[config.mk]
export PLATFORM = sky130hd
export DESIGN_NAME = seq_det_arbiter
export DESIGN_NICKNAME = d
export VERILOG_FILES = /design/src/rtl/seq_det_arbiter.sv
export SDC_FILE = /design/constraint.sdc
export NUM_CORES = 1
export LEC_CHECK = 0
export ABC_AREA = 1
export BUFFER_PORTS_ARGS = -buffer_cell sky130_fd_sc_hd__buf_2
export CORE_UTILIZATION = 52
export CTS_BUF_LIST = sky130_fd_sc_hd__clkbuf_16
export DETAILED_ROUTE_END_ITERATION = 7
export PLACE_DENSITY_LB_ADDON = 0.15
export SYNTH_ARGS = -nofsm -noshare
export SYNTH_HDL_FRONTEND = slang
export SYNTH_SLANG_ARGS = --single-unit
export TNS_END_PERCENT = 50
[constraint.sdc]
create_clock -name clk -period 2.25 [get_ports clk]
set_input_delay 0.45 -clock clk [delete_from_list [all_inputs] [get_ports clk]]
set_output_delay 0.45 -clock clk [all_outputs]
set_load 0.01 [all_outputs]
[src/rtl/seq_det_arbiter.sv]
// Round-robin sharing of one serial pattern detector among NUM_REQ bit streams.
// Each grant opens a window of up to FRAME_LEN bits; matches are tagged and counted per requester.
module seq_det_arbiter #(
  parameter int                NUM_REQ   = 4,
  parameter int                PAT_W     = 12,
  parameter logic [PAT_W-1:0]  PATTERN   = 12'b1110_1101_1011,
  parameter int                FRAME_LEN = 32,
  parameter int                CNT_W     = 8
) (
  input  logic                       clk,
  input  logic                       reset,
  input  logic [NUM_REQ-1:0]         req_i,
  input  logic [NUM_REQ-1:0]         bit_i,
  output logic [NUM_REQ-1:0]         gnt_o,
  output logic                       busy_o,
  output logic                       det_o,
  output logic [$clog2(NUM_REQ)-1:0] det_id_o,
  output logic                       frame_done_o,
  output logic                       abort_o,
  output logic [NUM_REQ*CNT_W-1:0]   match_cnt_o
);

  localparam int ID_W = $clog2(NUM_REQ);
  localparam int BC_W = $clog2(FRAME_LEN + 1);
  localparam int VC_W = $clog2(PAT_W + 1);
  localparam logic [BC_W-1:0]    FRAME_LAST = BC_W'(FRAME_LEN);
  localparam logic [VC_W-1:0]    VALID_FULL = VC_W'(PAT_W);
  localparam logic [ID_W-1:0]    LAST_ID    = ID_W'(NUM_REQ - 1);
  localparam logic [NUM_REQ-1:0] ONE_HOT0   = NUM_REQ'(1);

  typedef enum logic [0:0] {
    IDLE  = 1'b0,
    SERVE = 1'b1
  } state_t;

  state_t                        state_q, state_d;
  logic [ID_W-1:0]               gid_q, gid_d;
  logic [ID_W-1:0]               rr_ptr_q, rr_ptr_d;
  logic [ID_W-1:0]               det_id_q, det_id_d;
  logic [PAT_W-1:0]              hist_q, hist_d;
  logic [BC_W-1:0]               bit_cnt_q, bit_cnt_d;
  logic [VC_W-1:0]               valid_cnt_q, valid_cnt_d;
  logic [NUM_REQ-1:0]            gnt_q, gnt_d;
  logic                          det_q, det_d;
  logic                          frame_done_q, frame_done_d;
  logic                          abort_q, abort_d;
  logic [NUM_REQ-1:0][CNT_W-1:0] cnt_q, cnt_d;

  logic [ID_W-1:0] idx_s;
  logic [ID_W-1:0] pick_s;
  logic            pick_vld_s;
  logic [ID_W-1:0] gid_next_s;
  logic            match_s;

  // Cyclic search for the first requester at or after rr_ptr.
  always_comb begin
    idx_s      = '0;
    pick_s     = '0;
    pick_vld_s = 1'b0;
    for (int i = 0; i < NUM_REQ; i++) begin
      idx_s = ID_W'((int'(rr_ptr_q) + i) % NUM_REQ);
      if (!pick_vld_s && req_i[idx_s]) begin
        pick_s     = idx_s;
        pick_vld_s = 1'b1;
      end else begin
        pick_s     = pick_s;
        pick_vld_s = pick_vld_s;
      end
    end
  end

  assign gid_next_s = (gid_q == LAST_ID) ? '0 : gid_q + ID_W'(1);

  // Next-state and output computation for the IDLE/SERVE sequencer.
  always_comb begin
    state_d      = state_q;
    gid_d        = gid_q;
    rr_ptr_d     = rr_ptr_q;
    hist_d       = hist_q;
    bit_cnt_d    = bit_cnt_q;
    valid_cnt_d  = valid_cnt_q;
    gnt_d        = gnt_q;
    det_d        = 1'b0;
    det_id_d     = det_id_q;
    frame_done_d = 1'b0;
    abort_d      = 1'b0;
    cnt_d        = cnt_q;
    match_s      = 1'b0;
    case (state_q)
      IDLE: begin
        // History is wiped here so a pattern can never straddle two windows.
        hist_d      = '0;
        bit_cnt_d   = '0;
        valid_cnt_d = '0;
        if (pick_vld_s) begin
          gid_d   = pick_s;
          gnt_d   = ONE_HOT0 << pick_s;
          state_d = SERVE;
        end else begin
          gnt_d   = '0;
          state_d = IDLE;
        end
      end
      SERVE: begin
        if (req_i[gid_q]) begin
          hist_d      = {hist_q[PAT_W-2:0], bit_i[gid_q]};
          bit_cnt_d   = bit_cnt_q + BC_W'(1);
          valid_cnt_d = (valid_cnt_q == VALID_FULL) ? valid_cnt_q : valid_cnt_q + VC_W'(1);
          match_s     = (valid_cnt_d == VALID_FULL) && (hist_d == PATTERN);
          if (match_s) begin
            det_d    = 1'b1;
            det_id_d = gid_q;
            cnt_d[gid_q] = (&cnt_q[gid_q]) ? cnt_q[gid_q] : cnt_q[gid_q] + CNT_W'(1);
          end else begin
            det_d    = 1'b0;
            det_id_d = det_id_q;
          end
          if (bit_cnt_d == FRAME_LAST) begin
            frame_done_d = 1'b1;
            rr_ptr_d     = gid_next_s;
            gnt_d        = '0;
            state_d      = IDLE;
          end else begin
            frame_done_d = 1'b0;
            state_d      = SERVE;
          end
        end else begin
          abort_d  = 1'b1;
          rr_ptr_d = gid_next_s;
          gnt_d    = '0;
          state_d  = IDLE;
        end
      end
      default: begin
        gnt_d   = '0;
        state_d = IDLE;
      end
    endcase
  end

  // State and output registers; reset clears everything immediately.
  always_ff @(posedge clk or posedge reset) begin
    if (reset) begin
      state_q      <= IDLE;
      gid_q        <= '0;
      rr_ptr_q     <= '0;
      det_id_q     <= '0;
      hist_q       <= '0;
      bit_cnt_q    <= '0;
      valid_cnt_q  <= '0;
      gnt_q        <= '0;
      det_q        <= 1'b0;
      frame_done_q <= 1'b0;
      abort_q      <= 1'b0;
      cnt_q        <= '0;
    end else begin
      state_q      <= state_d;
      gid_q        <= gid_d;
      rr_ptr_q     <= rr_ptr_d;
      det_id_q     <= det_id_d;
      hist_q       <= hist_d;
      bit_cnt_q    <= bit_cnt_d;
      valid_cnt_q  <= valid_cnt_d;
      gnt_q        <= gnt_d;
      det_q        <= det_d;
      frame_done_q <= frame_done_d;
      abort_q      <= abort_d;
      cnt_q        <= cnt_d;
    end
  end

  assign gnt_o        = gnt_q;
  assign busy_o       = |gnt_q;
  assign det_o        = det_q;
  assign det_id_o     = det_id_q;
  assign frame_done_o = frame_done_q;
  assign abort_o      = abort_q;
  assign match_cnt_o  = cnt_q;

endmodule

==> results.json <==
{
  "status": "complete, no violations",
  "clock_latency_ns": 0.33,
  "cpPeakStageDelay_ns": 0.39,
  "drtAntennaViolNets": 0,
  "vias": 3383,
  "synth_xor_area_frac": 0.00470,
  "synthCells": 500,
  "wl_per_cell_um": 13.4,
  "p_per_area_mw_per_mm2": 1010,
  "worstPathMaxFanout": 10,
  "fmax_mhz": 488,
  "p_int_w": 0.00269,
  "drive_gt1_frac": 0.181,
  "slew_viol_final": 0,
  "holdBufCountCts": 0,
  "synth_compound_area_frac": 0.0678,
  "switching_share": 0.400,
  "cp.required_ns": 2.52,
  "power.switching_w": 0.00179,
  "reg2reg_to": "match_cnt_o[8]",
  "die_h_um": 86.7,
  "crit_slowest_cell": "dfrtp_1",
  "synth_mux_area_frac": 0,
  "crit_arrival_ns": 2.32,
  "critical_path_class": "reg2reg",
  "drtIter0Drc": 146,
  "p_clk_frac": 0.314,
  "maxCapViolCount": 0,
  "combPwrFrac": 0.360,
  "start_util": 0.543,
  "layout.nets": 577,
  "drt_wl_total_um": 8840,
  "tightest_slew_ns": 0.649,
  "setup_viol": 0,
  "yosysWarningCount": 0,
  "critPathCaptureType": "register",
  "antenna_cells": 0,
  "grt.overflow.total": 0,
  "r2r_start": "valid_cnt_q[0]",
  "crit_chain": "inv_1 -> ha_1 -> inv_1 -> nand4_1 -> nor2_1 -> nand3_1 -> nor2_8 -> nand3_4 -> clkinv_4 -> nand3_1 -> nand2_1",
  "firstDrtPassIters": 4,
  "tns_ns": 0,
  "layout_common_cells": "nand2_1, dfrtp_1, buf_2, inv_1, nand3_1",
  "seqPwrFrac": 0.326,
  "period_needed_ns": 2.05,
  "grt_max_degree": 30,
  "cts.sinks": 67,
  "syn2layout_area_growth_pct": 18.8,
  "hold_viol": 0,
  "async_reset_ff_frac": 1.00,
  "p_leak_nw": 2.43,
  "yosys_register_bits": 67,
  "clkTransAtPathRegs_ns": 0.06,
  "cts_resized": 0,
  "ys_types": 36,
  "synth_nets": 518,
  "synth_ff_type": "dfrtp_1",
  "clockBufferDepth": 2,
  "place_hpwl_um": 6380,
  "track_usage": 0.262,
  "synth-edff-count": 0,
  "seq_area_frac_synth": 0.450,
  "cts_tree": "done",
  "gp_congestion": 0.910,
  "hp-class": "in2async",
  "rsz0062_at_grt": "no",
  "via_per_inst": 5.13,
  "antenna_found_initial": 0,
  "critPathBufInv": 3,
  "fp.dieW_um": 86.7,
  "post_cts_buffers": 0,
  "reg2reg_depth": 11,
  "clockRootBuffer": "clkbuf_16",
  "slew_headroom": 0.567,
  "whs_ns": 0.207,
  "ios": 52,
  "path_delay_family": "simple AND/OR/NAND/NOR gates",
  "avgSynthCellArea_um2": 7.45,
  "fin_crit_sh": 0.911,
  "row_count": 30,
  "synth_fa_ha_area_frac": 0.0269,
  "mostFrequentLayoutCell": "nand2_1",
  "finalClockSkew_ns": 0.00677,
  "portBuffers": 51,
  "grt_pass1_wl_um": 15000,
  "grt_pass1_vias": 3209,
  "ff2ff_setup_slack_ns": 0.20,
  "netlist_area_mm2": 0.00373,
  "die_area_mm2": 0.00751,
  "synth_top_family_by_area": "simple AND/OR/NAND/NOR gates",
  "htreeDepth": 3,
  "core_mm2": 0.00687,
  "numCtsBuffers": 9,
  "vdd_drop_max_uv": 629,
  "synthSimpleGateAreaFrac": 0.369,
  "crit_path_start_kind": "register",
  "drt_drc_violations_left": 0
}
## per-stage QoR
step            util  setup slack [ns]  total power, W  std cells  cell area, um^2
4_1_cts        0.643            0.0959         0.00448        660             4410
2_1_floorplan      -             0.117         0.00271        500             3730
5_1_grt        0.645            0.0244         0.00478        660             4430
6_report       0.645             0.201         0.00447        660             4430
3_5_place_dp   0.599             0.104         0.00306        644             4110
3_3_place_gp   0.599             0.196         0.00304        644             4110
## logic make-up after synthesis
group / after synthesis
DFF: 67
and+or+nand+nor: 310
adders and majority gates: 8
buffers and inverters: 68
AOI/OAI and AO/OA: 45
xor gates and xnor gates: 2
## worst max path at each step
stage	slack, ns	start	depth (start not counted)	endpoint
after CTS	0.1	gid_q[0]	12	match_cnt_o[27]
after detailed placement	0.10	gid_q[0]	12	match_cnt_o[27]
final	0.20	valid_cnt_q[0]	11	match_cnt_o[8]
after floorplan	0.12	reset	1	abort_o
after global placement	0.20	gid_q[0]	12	match_cnt_o[19]
after global routing	0.02	valid_cnt_q[0]	11	match_cnt_o[9]
## state kept, by name, indices dropped and copies added (netlist names)
name and count:
match_cnt_o 32, hist_q 11, bit_cnt_q 6, gnt_o 4, valid_cnt_q 4, det_id_o 2, gid_q 2, rr_ptr_q 2
abort_o 1, det_o 1, frame_done_o 1, state_q 1
## synthesized netlist by cell type, types with 2 or more instances
master	n	area, um^2
a21oi_1	3	15.0
buf_2	3	15.0
buf_4	3	22.5
buf_6	2	22.5
clkinv_4	4	35.0
dfrtp_1	67	1680
ha_1	8	100
inv_1	47	176
inv_2	6	22.5
nand2_1	225	845
nand2_2	3	18.8
nand3_1	43	215
nand3_4	4	70.1
nand3b_1	2	15.0
nand4_1	4	25.0
nor2_1	17	63.8
nor2_2	2	12.5
nor2_8	2	40.0
nor3_1	3	15.0
o211ai_1	2	15.0
o21ai_0	12	60.1
o21ai_1	14	70.1
o22ai_1	11	68.8
## metal layers
metal	GRT usage	part of all wire
met1	0.324	0.44
met2	0.455	0.51
met3	0.0362	0.039
met4	0.121	0.016
met5	0	0
## power by group through the flow
stage / Combinational [W] / Clock (W) / Sequential (W)
2_1_floorplan: 0.00127 / 0 / 0.00144
4_1_cts: 0.00160 / 0.00142 / 0.00145
5_1_grt: 0.00183 / 0.00146 / 0.00148
6_report: 0.00161 / 0.00140 / 0.00146
3_3_place_gp: 0.00157 / 0 / 0.00147
3_5_place_dp: 0.00159 / 0 / 0.00147
## final cells by class
cell class                 count  area (um^2)
timing repair buffer          58          337
clock buffer                   9          225
tap                           96          120
inverter                      58          244
clock inverter                 7         76.3
fill                         634         2440
sequential                    67         1680
multi-input combinational    365         1750
Power figures use the tool's default switching activity.
